===== src/rtl/uart_frame_pkg.sv =====
// uart_frame_pkg
//   Shared definitions for the UART frame receiver and its FIFO fetch
//   helper: parser state encoding, start-of-frame byte, error counter
//   width, and the default receive-FIFO counter width.
package uart_frame_pkg;

  // Must track the counter width of the UART receive FIFO.
  localparam int UART_FIFO_COUNTER_W = 5;
  localparam int CNT_W_DEFAULT       = UART_FIFO_COUNTER_W;

  localparam logic [7:0] SOF_BYTE = 8'h7E;
  localparam int         ERR_W    = 8;

  typedef enum logic [2:0] {
    ST_HUNT,
    ST_LEN,
    ST_PAYLOAD,
    ST_CHK,
    ST_DRAIN
  } state_t;

  // Saturating increment for the error counter.
  function automatic logic [ERR_W-1:0] sat_inc(input logic [ERR_W-1:0] v);
    return (&v) ? v : v + ERR_W'(1);
  endfunction

endpackage


===== src/rtl/uart_rx_fetch.sv =====
// uart_rx_fetch
//   Pops bytes from a UART receive FIFO (head byte on rdr, occupancy on
//   rf_count) and presents each popped byte as a one-cycle strobe.
//   A guard flag blocks the cycle after every pop so the FIFO count has
//   time to settle; pops are therefore at least 2 cycles apart.
// Ports:
//   clk, rst   clock, synchronous active-high reset
//   fetch_en   allow popping this cycle
//   rdr        FIFO head byte (valid when rf_count != 0)
//   rf_count   FIFO occupancy
//   rf_pop     one-cycle pop pulse to the FIFO
//   byte_q     byte captured on the last pop
//   byte_stb   one-cycle strobe, high while byte_q holds a fresh byte
module uart_rx_fetch
  import uart_frame_pkg::*;
#(
  parameter int CNT_W = CNT_W_DEFAULT
) (
  input  logic             clk,
  input  logic             rst,
  input  logic             fetch_en,
  input  logic [7:0]       rdr,
  input  logic [CNT_W-1:0] rf_count,
  output logic             rf_pop,
  output logic [7:0]       byte_q,
  output logic             byte_stb
);

  logic guard_q;
  logic take;

  assign take = fetch_en && !guard_q && (rf_count != '0);

  always_ff @(posedge clk) begin
    if (rst) begin
      guard_q  <= 1'b0;
      rf_pop   <= 1'b0;
      byte_stb <= 1'b0;
      byte_q   <= '0;
    end else begin
      guard_q  <= take;
      rf_pop   <= take;
      byte_stb <= take;
      if (take) begin
        byte_q <= rdr;
      end
    end
  end

endmodule


===== src/rtl/uart_frame_rx.sv =====
// uart_frame_rx
//   Parses bytes from the UART receive FIFO into frames
//   SOF, LEN, LEN payload bytes, CHK, where LEN + payload + CHK sums to
//   zero modulo 256. Only frames that pass the length and checksum tests
//   are replayed downstream from a payload buffer.
//   Handshake: a beat transfers on a cycle where out_valid and out_ready
//   are both high; while out_valid is high and out_ready low, out_data,
//   out_valid and out_last hold; out_last flags the final payload byte.
// Ports:
//   clk, rst            clock, synchronous active-high reset
//   rdr, rf_count       UART receive FIFO head byte and occupancy
//   rf_pop              pop pulse to the UART receive FIFO
//   out_data/valid/last payload stream, out_ready from downstream
//   err_cnt             saturating count of rejected/aborted frames
//   busy                high whenever the parser is not hunting for SOF
module uart_frame_rx
  import uart_frame_pkg::*;
#(
  parameter int         MAX_LEN = 16,
  parameter int         CNT_W   = CNT_W_DEFAULT,
  parameter int         TIMEOUT = 65535,
  parameter logic [7:0] SOF     = SOF_BYTE
) (
  input  logic             clk,
  input  logic             rst,
  input  logic [7:0]       rdr,
  input  logic [CNT_W-1:0] rf_count,
  output logic             rf_pop,
  output logic [7:0]       out_data,
  output logic             out_valid,
  output logic             out_last,
  input  logic             out_ready,
  output logic [ERR_W-1:0] err_cnt,
  output logic             busy
);

  localparam int         PTR_W     = $clog2(MAX_LEN + 1);
  localparam int         IDX_W     = (MAX_LEN > 1) ? $clog2(MAX_LEN) : 1;
  localparam int         TO_W      = $clog2(TIMEOUT + 1);
  localparam logic [7:0] MAX_LEN_B = 8'(MAX_LEN);

  state_t           state_q, state_d;
  logic [PTR_W-1:0] len_q;
  logic [PTR_W-1:0] wr_ptr_q;
  logic [PTR_W-1:0] rd_ptr_q;
  logic [7:0]       sum_q;
  logic [TO_W-1:0]  to_cnt_q;
  logic [7:0]       pay_buf [MAX_LEN];

  logic       fetch_en;
  logic [7:0] byte_q;
  logic       byte_stb;
  logic       timed;
  logic       to_hit;
  logic       len_ok;
  logic [7:0] chk_sum;
  logic       err_inc;
  logic       beat;

  uart_rx_fetch #(
    .CNT_W (CNT_W)
  ) u_fetch (
    .clk      (clk),
    .rst      (rst),
    .fetch_en (fetch_en),
    .rdr      (rdr),
    .rf_count (rf_count),
    .rf_pop   (rf_pop),
    .byte_q   (byte_q),
    .byte_stb (byte_stb)
  );

  // Bytes arriving while a frame is being drained stay in the UART FIFO.
  assign fetch_en = (state_q != ST_DRAIN);

  assign timed   = (state_q == ST_LEN) || (state_q == ST_PAYLOAD) ||
                   (state_q == ST_CHK);
  assign to_hit  = timed && (to_cnt_q == TO_W'(TIMEOUT));
  assign len_ok  = (byte_q != 8'h00) && (byte_q <= MAX_LEN_B);
  assign chk_sum = sum_q + byte_q;

  assign busy      = (state_q != ST_HUNT);
  assign out_valid = (state_q == ST_DRAIN);
  assign out_last  = out_valid && (rd_ptr_q == len_q - PTR_W'(1));
  assign out_data  = out_valid ? pay_buf[rd_ptr_q[IDX_W-1:0]] : 8'h00;
  assign beat      = out_valid && out_ready;

  always_comb begin
    state_d = state_q;
    err_inc = 1'b0;
    unique case (state_q)
      ST_HUNT: begin
        if (byte_stb && (byte_q == SOF)) state_d = ST_LEN;
      end
      ST_LEN: begin
        if (byte_stb) begin
          if (len_ok) begin
            state_d = ST_PAYLOAD;
          end else begin
            err_inc = 1'b1;
            state_d = ST_HUNT;
          end
        end else if (to_hit) begin
          err_inc = 1'b1;
          state_d = ST_HUNT;
        end
      end
      ST_PAYLOAD: begin
        if (byte_stb) begin
          if (wr_ptr_q == len_q - PTR_W'(1)) state_d = ST_CHK;
        end else if (to_hit) begin
          err_inc = 1'b1;
          state_d = ST_HUNT;
        end
      end
      ST_CHK: begin
        if (byte_stb) begin
          if (chk_sum == 8'h00) begin
            state_d = ST_DRAIN;
          end else begin
            err_inc = 1'b1;
            state_d = ST_HUNT;
          end
        end else if (to_hit) begin
          err_inc = 1'b1;
          state_d = ST_HUNT;
        end
      end
      ST_DRAIN: begin
        if (beat && out_last) state_d = ST_HUNT;
      end
      default: state_d = ST_HUNT;
    endcase
  end

  always_ff @(posedge clk) begin
    if (rst) begin
      state_q  <= ST_HUNT;
      len_q    <= '0;
      wr_ptr_q <= '0;
      rd_ptr_q <= '0;
      sum_q    <= '0;
      to_cnt_q <= '0;
      err_cnt  <= '0;
    end else begin
      state_q <= state_d;

      // Idle timer restarts on every byte and on every state change.
      if (!timed || byte_stb || (state_d != state_q)) begin
        to_cnt_q <= '0;
      end else begin
        to_cnt_q <= to_cnt_q + TO_W'(1);
      end

      if (err_inc) begin
        err_cnt <= sat_inc(err_cnt);
      end

      if ((state_q == ST_LEN) && byte_stb && len_ok) begin
        len_q    <= byte_q[PTR_W-1:0];
        sum_q    <= byte_q;
        wr_ptr_q <= '0;
      end

      if ((state_q == ST_PAYLOAD) && byte_stb) begin
        sum_q    <= sum_q + byte_q;
        wr_ptr_q <= wr_ptr_q + PTR_W'(1);
      end

      if ((state_q == ST_CHK) && byte_stb) begin
        rd_ptr_q <= '0;
      end else if (beat) begin
        rd_ptr_q <= rd_ptr_q + PTR_W'(1);
      end
    end
  end

  // Payload storage carries no reset; it is only read after being written.
  always_ff @(posedge clk) begin
    if ((state_q == ST_PAYLOAD) && byte_stb) begin
      pay_buf[wr_ptr_q[IDX_W-1:0]] <= byte_q;
    end
  end

endmodule


===== config.mk =====
export PLATFORM = sky130hd
export DESIGN_NAME = uart_frame_rx
export DESIGN_NICKNAME = d
export VERILOG_FILES = /design/src/rtl/uart_frame_pkg.sv /design/src/rtl/uart_rx_fetch.sv /design/src/rtl/uart_frame_rx.sv
export SDC_FILE = /design/constraint.sdc
export NUM_CORES = 1
export LEC_CHECK = 0
export BUFFER_PORTS_ARGS = -buffer_cell sky130_fd_sc_hd__buf_4
export CAP_MARGIN = 20
export CORE_UTILIZATION = 25
export CTS_BUF_LIST = sky130_fd_sc_hd__clkbuf_8 sky130_fd_sc_hd__clkbuf_16
export CTS_CLUSTER_SIZE = 10
export DETAILED_ROUTE_END_ITERATION = 8
export PLACE_DENSITY = 0.49
export SYNTH_ARGS = -nofsm -noshare
export SYNTH_HDL_FRONTEND = slang
export SYNTH_SLANG_ARGS = --single-unit

===== constraint.sdc =====
create_clock -name clk -period 3.1 [get_ports clk]
set_input_delay 0.31 -clock clk [delete_from_list [all_inputs] [get_ports clk]]
set_output_delay 0.31 -clock clk [all_outputs]
set_load 0.03 [all_outputs]

After elaboration in Yosys (flattened, before gate mapping)
Memory sizes are Yosys's and may differ from the RTL's. A register that Yosys moved wholly into a read port is not among the register bits.
Cells that the tools add are included.
{ "op_classes": {"add_sub_neg": 6, "magnitude_cmp": 1, "n_eq_ne": 10, "mux": 26, "n_bitwise": 1, "n_reduce_logical": 28} }
{ "ops": {"columns": ["op", "count"], "rows": [
  ["two-way mux 3 bit", 8],
  ["two-way mux 8 bit", 3],
  ["adder 16 x 1 -> 16 bit, second input constant", 1],
  ["equality test 16 bit, second input constant", 1],
  ["case mux 3 bit (5 select lines)", 1],
  ["logical AND 1 bit", 12],
  ["adder 5 x 1 -> 5 bit, second input constant", 2],
  ["equality test 5 bit", 2],
  ["two-way mux 5 bit", 2],
  ["adder 8 x 1 -> 8 bit, second input constant", 1],
  ["adder 8 bit", 1],
  ["equality test 8 x 7 -> 1 bit, second input constant", 1],
  ["less-or-equal comparator 8 x 5 -> 1 bit, second input constant", 1],
  ["zero test 8 bit", 1],
  ["two-way mux 1 bit", 8],
  ["two-way mux 4 bit", 2],
  ["AND reduction 8 bit", 1],
  ["nonzero test 8 bit", 1],
  ["equality test 3 x 2 -> 1 bit, second input constant", 2],
  ["nonzero test 5 bit", 1],
  ["subtractor 5 x 1 -> 5 bit, second input constant", 1],
  ["logical OR 1 bit", 4],
  ["OR reduction 2 bit", 2],
  ["equality test 3 x 1 -> 1 bit, second input constant", 1],
  ["other kinds (11)", 12]
]} }
{ "word_totals": {"reg_bits": 59, "ramBits": 128, "inputBits": 16, "out_inout_bits": 20, "elab_cells": 82, "memories": 1} }
{ "mem_list": {"columns": ["name", "depth", "word_bits", "read_ports", "rd_ports_with_merged_regs", "write_ports", "line_no", "text"], "rows": [
  ["pay_buf", 16, 8, 1, 1, 1, "uart_frame_rx.sv:48", "logic [7:0] pay_buf [MAX_LEN];"]
]} }

Depth between registers and ports, before layout
{ "depth": {"depth_word": 10, "mapped_depth": 9} }

By module
Synthesis repeated with hierarchy kept, for this count alone.
{ "hier_totals": {"hier_cells": 616, "area_unflattened_um2": 8415.6} }
{ "by_module_without_submodules": {"columns": ["module", "n_inst", "cells_per_inst", "area_each_um2"], "rows": [
  ["uart_frame_rx", 1, 558, 7881.3],
  ["uart_rx_fetch", 1, 58, 534.3]
]} }

Worst setup path after synthesis
OpenSTA, ideal clock, no wires.
{ "synth_path": {"path_type": "reg2reg", "startpoint": "reg u_fetch.byte_q[0]", "endpoint": "reg err_cnt[5]", "setup_ps": 123, "arrival_time_ps": 2713, "required_ps": 2977, "slack_ps": 264, "stages_incl_launch_ff": 10, "n_path_buf": 0, "path_cell_list": "dfxtp_1 > ha_1 > fa_1 > a211o_1 > and3_4 > o311ai_4 > a2111oi_4 > a31oi_4 > nand4_1 > mux2_1"} }
{ "synth_between": {"elab_chain_cells": 6, "word_cells_on_any_way": 11, "classes_between": "add/sub: 1; order compare: 1; mux: 5; reduce/logical: 4"} }
{ "synth_lines": {"columns": ["item", "line_no", "text"], "rows": [
  ["from (decl)", "uart_rx_fetch.sv:25", "output logic [7:0] byte_q,"],
  ["from (signal assigned)", "uart_rx_fetch.sv:45", "byte_q <= rdr;"],
  ["adder 8 bit (tied with other cells)", "uart_frame_rx.sv:80", "assign chk_sum = sum_q + byte_q;"],
  ["zero test 8 bit / logical AND 1 bit (equally long branches)", "uart_frame_rx.sv:118, uart_frame_rx.sv:79", null],
  ["two-way mux 1 bit, on equally long branches", "uart_frame_rx.sv:118, uart_frame_rx.sv:97", null],
  ["two-way mux 1 bit, on equally long branches", "uart_frame_rx.sv:117, uart_frame_rx.sv:96", null],
  ["case mux 1 bit (3 select lines) (*)", "uart_frame_rx.sv:91", "unique case (state_q)"],
  ["AND reduction 2 bit (no line) (*)", null, null],
  ["to (signal assigned)", "uart_frame_rx.sv:156", "err_cnt <= sat_inc(err_cnt);"],
  ["to (decl)", "uart_frame_rx.sv:33", "output logic [ERR_W-1:0] err_cnt,"]
]} }
Mark *: on every way between the ends. The rest lies on a longest branch, timed or not.
A chain may end at the register's enable or synchronous reset.

Worst setup path in the final report
{ "layout_path": {"startpoint": "reg len_q[0]", "endpoint": "out out_last"} }
{ "layout_between": {"elab_chain_cells": 3} }
{ "layout_lines": {"columns": ["item", "line_no", "text"], "rows": [
  ["from (decl)", "uart_frame_rx.sv:43", "logic [PTR_W-1:0] len_q;"],
  ["from (signal assigned)", "uart_frame_rx.sv:160", "len_q <= byte_q[PTR_W-1:0];"],
  ["subtractor 5 x 1 -> 5 bit", "uart_frame_rx.sv:84", "assign out_last = out_valid && (rd_ptr_q == len_q - PTR_W'(1));"],
  ["equality test 5 bit", "uart_frame_rx.sv:84", null],
  ["logical AND 1 bit", "uart_frame_rx.sv:84", null],
  ["to (decl)", "uart_frame_rx.sv:31", "output logic out_last,"]
]} }
No other way between the ends.

==> out/results.env <==
TRITONCTS='built'
GRT-OVFL-TOTAL=0
TNS_NS=0
DRT_ITER0_MARKERS=326
CTS-RESIZED-GATES=0
DRT-TOTAL-WL_MM=19.2
FINAL-SETUP-VIOL-COUNT=0
MET1_LAYER_WIRELENGTH_IN_THE_FINAL_ROUTING_MM=8.41
REG2REG_DEPTH=9
LATEST_CLOCK_ARRIVAL_WITHIN_THE_WORST_SKEW_PAIR_NS=0.44
WIRE_PER_INST_UM=17.4
FINALCRITPERIODSHARE=0.948
NETSWITCHINGFRACTION=0.241
REGTOREGSTARTPOINT='sum_q[0]'
POST_ROUTE_TOTAL_POWER_W=0.00524
SYNTH.LIB_CELLS_USED.DISTINCT=56
VIAS_PER_CELL=4.46
FINAL_LAYOUT_SIZE_SUFFIX_GT1_FRAC=0.234
NETS=677
IO_BUFFER_COUNT=35
HOLDBUFCOUNTCTS=0
GRT_ANTENNA_BEFORE_REPAIR=0
FP.COREAREA_MM2=0.0325
DIE_HEIGHT_UM=183
CP.ARRIVAL_NS=2.63
OUTCOME='finished clean'
POSTLAYOUTCOREUTIL=0.303
IO-PIN-COUNT=36
FLOW.AREA_GROWTH_FROM_SYNTHESIS_PCT=19.4
DP_CELLS=1068
RSZ_0062_RAISED_AFTER_GLOBAL_ROUTING='no'
FINAL_INSTANCE_COUNT_WITHOUT_FILLER_CELLS=1100
DETAIL_ROUTE.DRC_VIOLATIONS=0
NUMBER_OF_ANTENNA_VIOLATING_NETS_IN_THE_ROUTED_DESIGN=0
POST_CTS.REPAIR.SETUP_BUFFERS=0
CELL_INTERNAL_PWR_W=0.00398
GRT_PASS1_VIAS=5035
MAX_CLOCK_FREQ_GHz=0.340
COUNT_OF_WARNINGS_EMITTED_BY_YOSYS=0
SETUP.REG_TO_REG.WORST_SLACK_NS=0.20
WORST_SLEW_PIN_SLEW_NS=0.752
TOTAL_CTS_BUFFERS=17
CTSHTREEMAXLEVEL=4
SYNTH.YOSYS.SEQ_AREA_SHARE=0.621
MIN_DELAY_PATH_DEPTH=3
PATH_CLK_SLEW_NS=0.08
IRDROPWORSTVDD_uV=410
PRECTSSETUPSLACK_NS=0.241
SYNTHCELLS=587
SYNTHARSTFLOPSHARE=0
TOPROUTINGLAYERUSED='met4'
LAYOUT_MIN_CYCLE_TIME_NS=2.94
DRTPASS1ITERATIONS=4
DRV_CAP=0
SYNTHESIS.NETS=619
SYNTH_CELL_AREA_MM2=0.00822
FINAL.SETUP.WORST_SLACK_NS=0.161
ENDPOINT_KIND='output port'
MAXIMUM_NUMBER_OF_PINS_ON_ONE_NET_BEFORE_GLOBAL_ROUTE_REPAIR=45
CRIT-REG2REG-CAPTURE='err_cnt[5]'
POSTSYNTH.TOPFLOPCELL='edfxtp_1'
CRIT_FANOUT=5
CLOCK-SKEW-FINAL_NS=0.0159
SEQPWRFRAC=0.523
CLKPWRFRAC=0.436
AVGSYNTHCELLAREA_UM2=14.0
MIN_FROM='rdr[3]'
DP_HPWL_MM=12.8
SLEW_VIOL_FINAL=0
REPORT.FINAL.HOLD_VIOL_COUNT=0
SETUP.WORST_PATH.START_CLASS='flip-flop'
CLOCK-SINKS=191
WORST-SETUP-PATH-TYPE='flip-flop to output port'
DETAILROUTE.WIRELENGTH.MET2_MM=9.41
FP.DIEAREA_MM2=0.0336
WORST_EP_REQUIRED_TIME_NS=2.79
POWER_PER_STANDARD_CELL_AREA_mW_PER_MM2=534
GRT_FIRST_PASS_WIRELENGTH_MM=29.6
WHS_ENDPOINT='u_fetch.byte_q[3]'
FLOORPLAN.DIE.WIDTH_UM=183
INITIAL_CORE_UTIL=0.253
ROUTED_MET3_LENGTH_MM=1.13
STATIC-LEAKAGE-POWER_nW=3.28
PLACEMENTROWS=66
POWER.NET_SWITCHING_W=0.00126
WORST_SLEW_MARGIN_REL=0.496
PWR-SHARE-COMB=0.041
CLOCKROOTBUFFER='clkbuf_16'
ANTENNADIODECOUNT=0
TRACK_USAGE=0.119
SYNTH_EDF_COUNT=128
YS_SEQ_ELEMENTS=191
HP-CLASS='primary input to flip-flop'
GP_ROUTABILITY_CONGESTION=0.770
MAX-CLOCK-PATH-BUFFERS=2
COUNT_OF_VIAS_PLACED_BY_THE_DETAILED_ROUTER=4903
-- Yosys cell counts, drive strengths merged, types with 14 or more instances --
| library cell | number | area share |
|---|---|---|
| ha | 15 | 0.023 |
| mux4 | 40 | 0.11 |
| clkbuf | 20 | 0.0091 |
| dfxtp | 63 | 0.15 |
| nand2 | 34 | 0.016 |
| nor2 | 67 | 0.031 |
| a21oi | 20 | 0.013 |
| xor2 | 16 | 0.017 |
| nand3 | 20 | 0.012 |
| nor3 | 14 | 0.0097 |
| edfxtp | 128 | 0.47 |
| xnor2 | 20 | 0.021 |
-- cell type report --
class                      count  area (µm²)
clock buffer                  17         425
clock inverter                15         205
fill                        3259       22600
inverter                      11        41.3
multi-input combinational    358        2970
sequential                   191        5110
tap                          442         553
timing repair buffer          66         520
-- metal layers --
| metal | vias to the layer above | track usage |
|---|---|---|
| met5 | - | 0 |
| met4 | 0 | 0.0360 |
| met3 | 13 | 0.0262 |
| met2 | 102 | 0.195 |
| met1 | 2449 | 0.156 |
| li1 | 2339 | - |
-- critical path: stages, from the launching register on --
cell	delay [ns]
dfxtp_1	0.46
inv_1	0.08
ha_1	0.23
xnor2_1	0.30
xnor2_1	0.10
or4_1	0.40
nor3_1	0.40
buf_4	0.24
-- layout by cell type, fill, tap and decap left out, types with 3 or more instances in the layout --
cell type  count
edfxtp_1     128
nor2_1        67
buf_4         64
dfxtp_1       62
mux4_2        40
nand2_1       34
xnor2_1       20
nand3_1       20
a21oi_1       19
clkbuf_16     17
xor2_1        16
ha_1          15
nor3_1        12
nand4_1       12
inv_1         11
mux2i_1       11
and2_1         9
nor2b_1        7
and3_1         7
nor4_1         6
a31oi_1        6
clkinv_8       6
or3_1          4
nand2b_1       4
o21ai_0        4
or2_2          4
mux2_1         4
nand3b_1       4
a221oi_1       3
inv_6          3
inv_8          3
-- flip-flops by register name, summed over array words and instances (netlist names), named ones only --
| name | count |
|---|---|
| u_fetch.byte_q | 8 |
| wr_ptr_q | 5 |
| to_cnt_q | 16 |
| err_cnt | 8 |
| len_q | 5 |
| state_q | 3 |
| sum_q | 8 |
| rd_ptr_q | 5 |
| u_fetch.guard_q | 1 |
| pay_buf | 128 |
-- power by group through the flow --
stage,Combinational (W),Clock (W),Sequential (W)
after floorplan,0.000104,0,0.00282
after global placement,0.000218,0,0.00280
after detailed placement,0.000218,0,0.00280
after CTS,0.000218,0.00236,0.00274
after global routing,0.000236,0.00245,0.00275
final,0.000215,0.00229,0.00274
-- worst max path at each step --
stage | from | to | slack, ns
floorplan | u_fetch.byte_q[0] | err_cnt[5] | 0.26
global placement | sum_q[0] | err_cnt[7] | 0.26
detailed placement | sum_q[0] | err_cnt[7] | 0.24
CTS | len_q[0] | out_last | 0.10
global route | len_q[0] | out_last | 0.002
finish | len_q[0] | out_last | 0.16
-- cell families after synthesis --
| family | count (synthesis) | share of synthesized area |
|---|---|---|
| simple gates | 203 | 0.124 |
| flops | 191 | 0.621 |
| mux | 55 | 0.128 |
| compound gates | 48 | 0.0450 |
| buf+inv | 38 | 0.0184 |
| xor+xnor | 36 | 0.0383 |
| fa+ha+maj | 16 | 0.0253 |
-- per-stage QoR --
step           cell area, µm²  hold WS, ns
3_5_place_dp             9190        0.460
4_1_cts                  9820       0.0964
2_1_floorplan            8220        0.421
6_report                 9820        0.117
5_1_grt                  9820        0.102
3_3_place_gp             9190        0.460
Power figures use the tool's default switching activity.
